File: src/rtl/rv32i_pkg.sv
// Shared RV32I encodings: opcodes, funct3 values, immediate formats and the
// per-unit enable bundle produced by the decode stage.
package rv32i_pkg;

  localparam logic [6:0] OP_LUI      = 7'b0110111;
  localparam logic [6:0] OP_AUIPC    = 7'b0010111;
  localparam logic [6:0] OP_JAL      = 7'b1101111;
  localparam logic [6:0] OP_JALR     = 7'b1100111;
  localparam logic [6:0] OP_BRANCH   = 7'b1100011;
  localparam logic [6:0] OP_LOAD     = 7'b0000011;
  localparam logic [6:0] OP_STORE    = 7'b0100011;
  localparam logic [6:0] OP_OP_IMM   = 7'b0010011;
  localparam logic [6:0] OP_OP       = 7'b0110011;
  localparam logic [6:0] OP_MISC_MEM = 7'b0001111;
  localparam logic [6:0] OP_SYSTEM   = 7'b1110011;

  localparam logic [2:0] F3_BEQ  = 3'b000;
  localparam logic [2:0] F3_BNE  = 3'b001;
  localparam logic [2:0] F3_BLT  = 3'b100;
  localparam logic [2:0] F3_BGE  = 3'b101;
  localparam logic [2:0] F3_BLTU = 3'b110;
  localparam logic [2:0] F3_BGEU = 3'b111;

  localparam logic [2:0] F3_LB  = 3'b000;
  localparam logic [2:0] F3_LH  = 3'b001;
  localparam logic [2:0] F3_LW  = 3'b010;
  localparam logic [2:0] F3_LBU = 3'b100;
  localparam logic [2:0] F3_LHU = 3'b101;

  localparam logic [2:0] F3_SB = 3'b000;
  localparam logic [2:0] F3_SH = 3'b001;
  localparam logic [2:0] F3_SW = 3'b010;

  localparam logic [2:0] F3_SLLI      = 3'b001;
  localparam logic [2:0] F3_SRLI_SRAI = 3'b101;
  localparam logic [2:0] F3_ADD_SUB   = 3'b000;

  localparam logic [6:0] F7_ZERO = 7'b0000000;
  localparam logic [6:0] F7_ALT  = 7'b0100000;

  typedef enum logic [2:0] {
    IMM_I,
    IMM_S,
    IMM_B,
    IMM_U,
    IMM_J,
    IMM_NONE
  } imm_type_e;

  typedef struct packed {
    logic up;
    logic up_pc_sel;
    logic alu;
    logic alu_src_imm;
    logic branch;
    logic jal;
    logic jalr;
    logic load;
    logic store;
    logic system;
  } unit_en_t;

  function automatic logic writes_rd(input logic [6:0] opcode);
    return (opcode == OP_LUI) || (opcode == OP_AUIPC) || (opcode == OP_JAL) ||
           (opcode == OP_JALR) || (opcode == OP_LOAD) || (opcode == OP_OP_IMM) ||
           (opcode == OP_OP);
  endfunction

endpackage

File: src/rtl/imm_gen.sv
// Combinational immediate extraction; every format sign-extends from instr[31].
module imm_gen
  import rv32i_pkg::*;
#(
  parameter int XLEN = 32
) (
  input  logic [31:0]     instr,
  input  imm_type_e       imm_type,
  output logic [XLEN-1:0] imm
);

  always_comb begin
    imm = '0;
    case (imm_type)
      IMM_I:   imm = {{(XLEN-12){instr[31]}}, instr[31:20]};
      IMM_S:   imm = {{(XLEN-12){instr[31]}}, instr[31:25], instr[11:7]};
      IMM_B:   imm = {{(XLEN-13){instr[31]}}, instr[31], instr[7], instr[30:25],
                      instr[11:8], 1'b0};
      IMM_U:   imm = {{(XLEN-32){instr[31]}}, instr[31:12], 12'b0};
      IMM_J:   imm = {{(XLEN-21){instr[31]}}, instr[31], instr[19:12], instr[20],
                      instr[30:21], 1'b0};
      default: imm = '0;
    endcase
  end

endmodule

File: src/rtl/decode.sv
// Registered RV32I decode stage: fields, immediate and one-hot unit enables,
// held on stall and bubbled on flush.
module decode
  import rv32i_pkg::*;
#(
  parameter int XLEN = 32
) (
  input  logic            clk,
  input  logic            rstn,
  input  logic            i_if_valid,
  input  logic [31:0]     i_if_instr,
  input  logic [XLEN-1:0] i_if_pc,
  input  logic            i_stall,
  input  logic            i_flush,
  output logic            o_valid,
  output logic [XLEN-1:0] o_pc,
  output logic [XLEN-1:0] o_immediate,
  output logic [4:0]      o_rs1_addr,
  output logic [4:0]      o_rs2_addr,
  output logic [4:0]      o_rd_addr,
  output logic            o_rd_we,
  output logic [2:0]      o_funct3,
  output logic            o_funct7b5,
  output logic            o_up_en,
  output logic            o_up_pc_sel,
  output logic            o_alu_en,
  output logic            o_alu_src_imm,
  output logic            o_branch_en,
  output logic            o_jal_en,
  output logic            o_jalr_en,
  output logic            o_load_en,
  output logic            o_store_en,
  output logic            o_system_en,
  output logic            o_illegal
);

  logic [6:0]      opcode;
  logic [2:0]      funct3;
  logic [6:0]      funct7;
  logic [4:0]      rd;
  imm_type_e       imm_type;
  logic [XLEN-1:0] imm_next;
  unit_en_t        en_dec;
  logic            legal_dec;
  logic            live_next;

  unit_en_t        en_reg;
  logic            valid_reg;
  logic            illegal_reg;
  logic            rd_we_reg;
  logic [XLEN-1:0] pc_reg;
  logic [XLEN-1:0] imm_reg;
  logic [4:0]      rs1_reg;
  logic [4:0]      rs2_reg;
  logic [4:0]      rd_reg;
  logic [2:0]      funct3_reg;
  logic            funct7b5_reg;

  assign opcode = i_if_instr[6:0];
  assign funct3 = i_if_instr[14:12];
  assign funct7 = i_if_instr[31:25];
  assign rd     = i_if_instr[11:7];

  always_comb begin
    en_dec    = '0;
    imm_type  = IMM_NONE;
    legal_dec = 1'b1;
    case (opcode)
      OP_LUI: begin
        en_dec.up = 1'b1;
        imm_type  = IMM_U;
      end
      OP_AUIPC: begin
        en_dec.up        = 1'b1;
        en_dec.up_pc_sel = 1'b1;
        imm_type         = IMM_U;
      end
      OP_JAL: begin
        en_dec.jal = 1'b1;
        imm_type   = IMM_J;
      end
      OP_JALR: begin
        en_dec.jalr = 1'b1;
        imm_type    = IMM_I;
        legal_dec   = (funct3 == 3'b000);
      end
      OP_BRANCH: begin
        en_dec.branch = 1'b1;
        imm_type      = IMM_B;
        legal_dec     = funct3 inside {F3_BEQ, F3_BNE, F3_BLT, F3_BGE, F3_BLTU, F3_BGEU};
      end
      OP_LOAD: begin
        en_dec.load = 1'b1;
        imm_type    = IMM_I;
        legal_dec   = funct3 inside {F3_LB, F3_LH, F3_LW, F3_LBU, F3_LHU};
      end
      OP_STORE: begin
        en_dec.store = 1'b1;
        imm_type     = IMM_S;
        legal_dec    = funct3 inside {F3_SB, F3_SH, F3_SW};
      end
      OP_OP_IMM: begin
        en_dec.alu         = 1'b1;
        en_dec.alu_src_imm = 1'b1;
        imm_type           = IMM_I;
        // Only the shift forms constrain the upper immediate bits.
        if (funct3 == F3_SLLI)
          legal_dec = (funct7 == F7_ZERO);
        else if (funct3 == F3_SRLI_SRAI)
          legal_dec = (funct7 == F7_ZERO) || (funct7 == F7_ALT);
      end
      OP_OP: begin
        en_dec.alu = 1'b1;
        legal_dec  = (funct7 == F7_ZERO) ||
                     ((funct7 == F7_ALT) &&
                      ((funct3 == F3_ADD_SUB) || (funct3 == F3_SRLI_SRAI)));
      end
      OP_MISC_MEM: imm_type = IMM_I;
      OP_SYSTEM: begin
        en_dec.system = 1'b1;
        imm_type      = IMM_I;
      end
      default: legal_dec = 1'b0;
    endcase
    if (i_if_instr[1:0] != 2'b11)
      legal_dec = 1'b0;
  end

  assign live_next = i_if_valid && legal_dec;

  imm_gen #(.XLEN(XLEN)) u_imm_gen (
    .instr    (i_if_instr),
    .imm_type (imm_type),
    .imm      (imm_next)
  );

  always_ff @(posedge clk) begin
    if (!rstn) begin
      valid_reg    <= 1'b0;
      illegal_reg  <= 1'b0;
      rd_we_reg    <= 1'b0;
      en_reg       <= '0;
      pc_reg       <= '0;
      imm_reg      <= '0;
      rs1_reg      <= '0;
      rs2_reg      <= '0;
      rd_reg       <= '0;
      funct3_reg   <= '0;
      funct7b5_reg <= 1'b0;
    end else if (i_flush) begin
      valid_reg   <= 1'b0;
      illegal_reg <= 1'b0;
      rd_we_reg   <= 1'b0;
      en_reg      <= '0;
    end else if (!i_stall) begin
      valid_reg    <= i_if_valid;
      illegal_reg  <= i_if_valid && !legal_dec;
      rd_we_reg    <= live_next && writes_rd(opcode) && (rd != 5'd0);
      en_reg       <= live_next ? en_dec : '0;
      pc_reg       <= i_if_pc;
      imm_reg      <= imm_next;
      rs1_reg      <= i_if_instr[19:15];
      rs2_reg      <= i_if_instr[24:20];
      rd_reg       <= rd;
      funct3_reg   <= funct3;
      funct7b5_reg <= i_if_instr[30];
    end
  end

  assign o_valid       = valid_reg;
  assign o_illegal     = illegal_reg;
  assign o_rd_we       = rd_we_reg;
  assign o_pc          = pc_reg;
  assign o_immediate   = imm_reg;
  assign o_rs1_addr    = rs1_reg;
  assign o_rs2_addr    = rs2_reg;
  assign o_rd_addr     = rd_reg;
  assign o_funct3      = funct3_reg;
  assign o_funct7b5    = funct7b5_reg;
  assign o_up_en       = en_reg.up;
  assign o_up_pc_sel   = en_reg.up_pc_sel;
  assign o_alu_en      = en_reg.alu;
  assign o_alu_src_imm = en_reg.alu_src_imm;
  assign o_branch_en   = en_reg.branch;
  assign o_jal_en      = en_reg.jal;
  assign o_jalr_en     = en_reg.jalr;
  assign o_load_en     = en_reg.load;
  assign o_store_en    = en_reg.store;
  assign o_system_en   = en_reg.system;

endmodule
File: config.mk
export PLATFORM = sky130hd
export DESIGN_NAME = decode
export DESIGN_NICKNAME = d
export VERILOG_FILES = /design/src/rtl/rv32i_pkg.sv /design/src/rtl/imm_gen.sv /design/src/rtl/decode.sv
export SDC_FILE = /design/constraint.sdc
export NUM_CORES = 1
export LEC_CHECK = 0
export CORE_ASPECT_RATIO = 1.2
export CORE_MARGIN = 2
export CORE_UTILIZATION = 39
export DETAILED_ROUTE_END_ITERATION = 16
export GPL_TIMING_DRIVEN = 1
export HOLD_SLACK_MARGIN = 0.1
export PLACE_DENSITY = 0.77
export SYNTH_ARGS = -nofsm -noshare
export SYNTH_HDL_FRONTEND = slang
export SYNTH_SLANG_ARGS = --single-unit
File: constraint.sdc
create_clock -name clk -period 1.8 [get_ports clk]
set_input_delay 0.36 -clock clk [delete_from_list [all_inputs] [get_ports clk]]
set_output_delay 0.36 -clock clk [all_outputs]
set_load 0.05 [all_outputs]
==> run metrics <==
DR WL/cell 15.3 um; outcome finished, final reports clean; routed wire length 12,800 um; Max clock buf depth 2; Die Ht 114 um; worst-margin pin slew 0.373 ns; switching part of the total power 26.1%; crit path time final 1.72 ns; HP Class reg2reg; gp weighted congestion 0.825; TritonCTS clock tree built; final net count 773; cells after synthesis 493; LEAKAGE 2.73 nW; combinational group share of total power 17.2%; vias 4,197; Clock Power Share 40.0%; Hold EP o_immediate[18]; initial antenna violation count 0; pre-CTS setup slack -0.465 ns; Crit. End Element register; Clock Latency Late Sink 0.34 ns; Worst R2R Path Depth 4; Max stage delay on crit path 0.44 ns; flop2flop setup slack 1.04 ns; Slew Limit Fails 0; adder-cell share of the synthesized area 0%; die width 95.9 um; critical path type in2reg; Die Area 0.0110 mm2; ANT cells 0; Syn Nets 562; clk sink count 96; final worst slack 0.0815 ns; fillers 851; Synth Area in Simple Gates 23.0%; residual DRC count 0; Mapped Area 0.00395 mm2; port bufs 164; arrival time worst endpoint 1.97 ns; Critical R2R Capture o_immediate[0]; share of layout cells above drive strength 1 28.3%; vias in the first global route 4,191; Crit path max-delay family compound AO/OA/AOI/OAI gates; Via density 5.03; leading area contributor after synthesis dfxtp_1; Syn. warnings 0; Post-synth EDFFs 0; Synth Flop Type dfxtp_1; GRT Util Overall 24.0%; ys async rst share 0%; row cnt 40; Seq/Total Area, Yosys 48.6%; CTS buffer count 9; max_cap viols 0; GRT overflow 0; post-synthesis mux area share 0.507%; core area 0.00996 mm2; clk slew on worst S/H paths 0.07 ns; area occupied by multi-input gates 0.00191 mm2; Setup TNS 0 ns; I/O Pins 165; number of library cell types mapped by synthesis 49; XOR/XNOR Fraction of Synth Area 0.222%; hold wc startpoint o_immediate[18]; Pwr Total 5.18 mW; Initial DRT Pass Iterations 4; highest clock rate 582 MHz; cell count of the worst hold path 2; largest family of logic cells by synthesized area compound AO/OA/AOI/OAI gates; Yosys top cell area share 48.6%; Bufs and invs on worst path 1; clk_skew 0 ns; FF+latch count, synth 96; Slowest-stage cell, CP clkdlybuf4s50_1; P_sw 1.35 mW; syn_area_per_cell 8.01 um2; Required @ worst endpoint 2.05 ns; CP Max Fanout 3; Max rail drop VDD 0.526 mV; initial core utilization 39.7%; post-route ant nets 0; post-DP HPWL 9960 um; period utilization 95.5%; FF+latch area 0.00192 mm2; largest net degree at the start of global routing 40; Synth Area in Compound Gates 23.6%; Area contributors post-synth dfxtp_1, nand2_1, a21boi_1, a21oi_1, o21ai_1; slew margin rel. 75.0%; PwrDens 820 mW/mm2; CP cell instances clkdlybuf4s50_1, nor2_1, nand3_1, a311o_1, o2111ai_2, o21ai_4, o41ai_2; Hold-fix buffers, CTS 0; Hold Violations, Final 0; initial DRC count 149; # H-tree levels 3; Int Pwr 3.82 mW; reg-to-reg startpoint o_immediate[0]; setup violators final 0; CTS root buf clkbuf_16; first-pass GRT wire length 20,400 um; CP Launch Type input pin; Area Growth Syn to Fin 59.8%; Sequential Power Share 42.8%
==> cell usage in the layout (no fill, tap or decap), types with 7 or more instances in the layout <==
| cell type | count |
|---|---|
| a21boi_1 | 51 |
| a21oi_1 | 33 |
| buf_4 | 162 |
| clkbuf_16 | 9 |
| clkdlybuf4s50_1 | 53 |
| dfxtp_1 | 96 |
| dlygate4sd2_1 | 7 |
| dlymetal6s2s_1 | 7 |
| nand2_1 | 164 |
| nand3_1 | 8 |
| nor2_1 | 11 |
| o21ai_1 | 31 |
==> timing repair <==
| item | 4_1_cts | 5_1_grt |
|---|---|---|
| setup endpoints to repair | 37 | 28 |
| gates resized for setup | 8 | 13 |
| cloned | 0 | 0 |
| setup buffers | 0 | 0 |
| pin swaps | 3 | 3 |
==> stage by stage <==
stage          instance area (um2)  cells  hold slack (ns)  util [%]
6_report                      6310    835            0.452      63.4
4_1_cts                       6270    835            0.437      63.0
5_1_grt                       6310    835            0.470      63.4
2_1_floorplan                 3960    493            0.493         -
3_5_place_dp                  5950    819            0.443      59.8
3_3_place_gp                  5950    819            0.436      59.8
==> kinds of logic (layout without fill, tap and decap cells) <==
kind of cell    count (synthesis)  count (layout)
simple gates                  212             212
mux                             2               2
flops                          96              96
buf+inv                        40             256
compound gates                142             142
xor+xnor                        1               1
==> routing by layer <==
metal	vias to the layer above	track usage (%)	part of all wire [%]
met3	10	8.10	7.1
met5	-	0	0
met4	0	6.10	1.1
met2	139	42.6	52
met1	1970	27.4	40
li1	2078	-	-
==> final cells by class <==
class | instances | area share [%]
multi-input cells | 357 | 30.2
clock buffers | 11 | 3.84
well taps | 126 | 2.50
inverters | 6 | 0.376
clock inverters | 5 | 1.25
flip-flops and latches | 96 | 30.4
repair buffers | 234 | 31.4
==> worst reg2reg max path, cell delays in order, from the launching register on <==
cell and delay (ns):
dfxtp_1 0.35, nand2_1 0.08, o311ai_1 0.08, nand2_1 0.08
a21oi_1 0.11
==> worst max-delay path by stage <==
stage                        start   endpoint  slack (ns)  depth (start not counted)
floorplan            i_if_instr[3]  o_jalr_en       0.005                          7
global placement    i_if_instr[31]  o_jalr_en       -0.47                          7
detailed placement  i_if_instr[31]    o_rd_we       -0.46                          8
CTS                 i_if_instr[14]    o_rd_we        0.02                          8
global route        i_if_instr[26]  o_jalr_en      -0.002                          7
finish              i_if_instr[28]  o_jalr_en        0.08                          7
==> state kept, by name, summed over array words and instances (netlist names), 3 cells and up <==
name	count
o_funct3	3
o_immediate	32
o_pc	32
o_rd_addr	5
o_rs1_addr	5
o_rs2_addr	5
==> power by group through the flow <==
| stage | Sequential, mW | Combinational, mW | Clock, mW |
|---|---|---|---|
| after floorplan | 2.47 | 0.231 | 0 |
| after global placement | 2.26 | 0.881 | 0 |
| after detailed placement | 2.26 | 0.890 | 0 |
| after CTS | 2.22 | 0.888 | 2.11 |
| after global routing | 2.22 | 0.946 | 2.20 |
| final | 2.22 | 0.888 | 2.07 |
==> synthesized netlist by cell type (3+ instances only) <==
master / count
o21ai_0: 4
clkbuf_1: 28
o21ai_1: 32
a21oi_1: 34
dfxtp_1: 96
inv_1: 3
nor3_1: 3
and2_1: 3
nor2_1: 13
nand3_1: 8
nand2_1: 165
a32o_1: 3
a22oi_1: 4
buf_1: 3
a21boi_1: 51
Power figures use the tool's default switching activity.
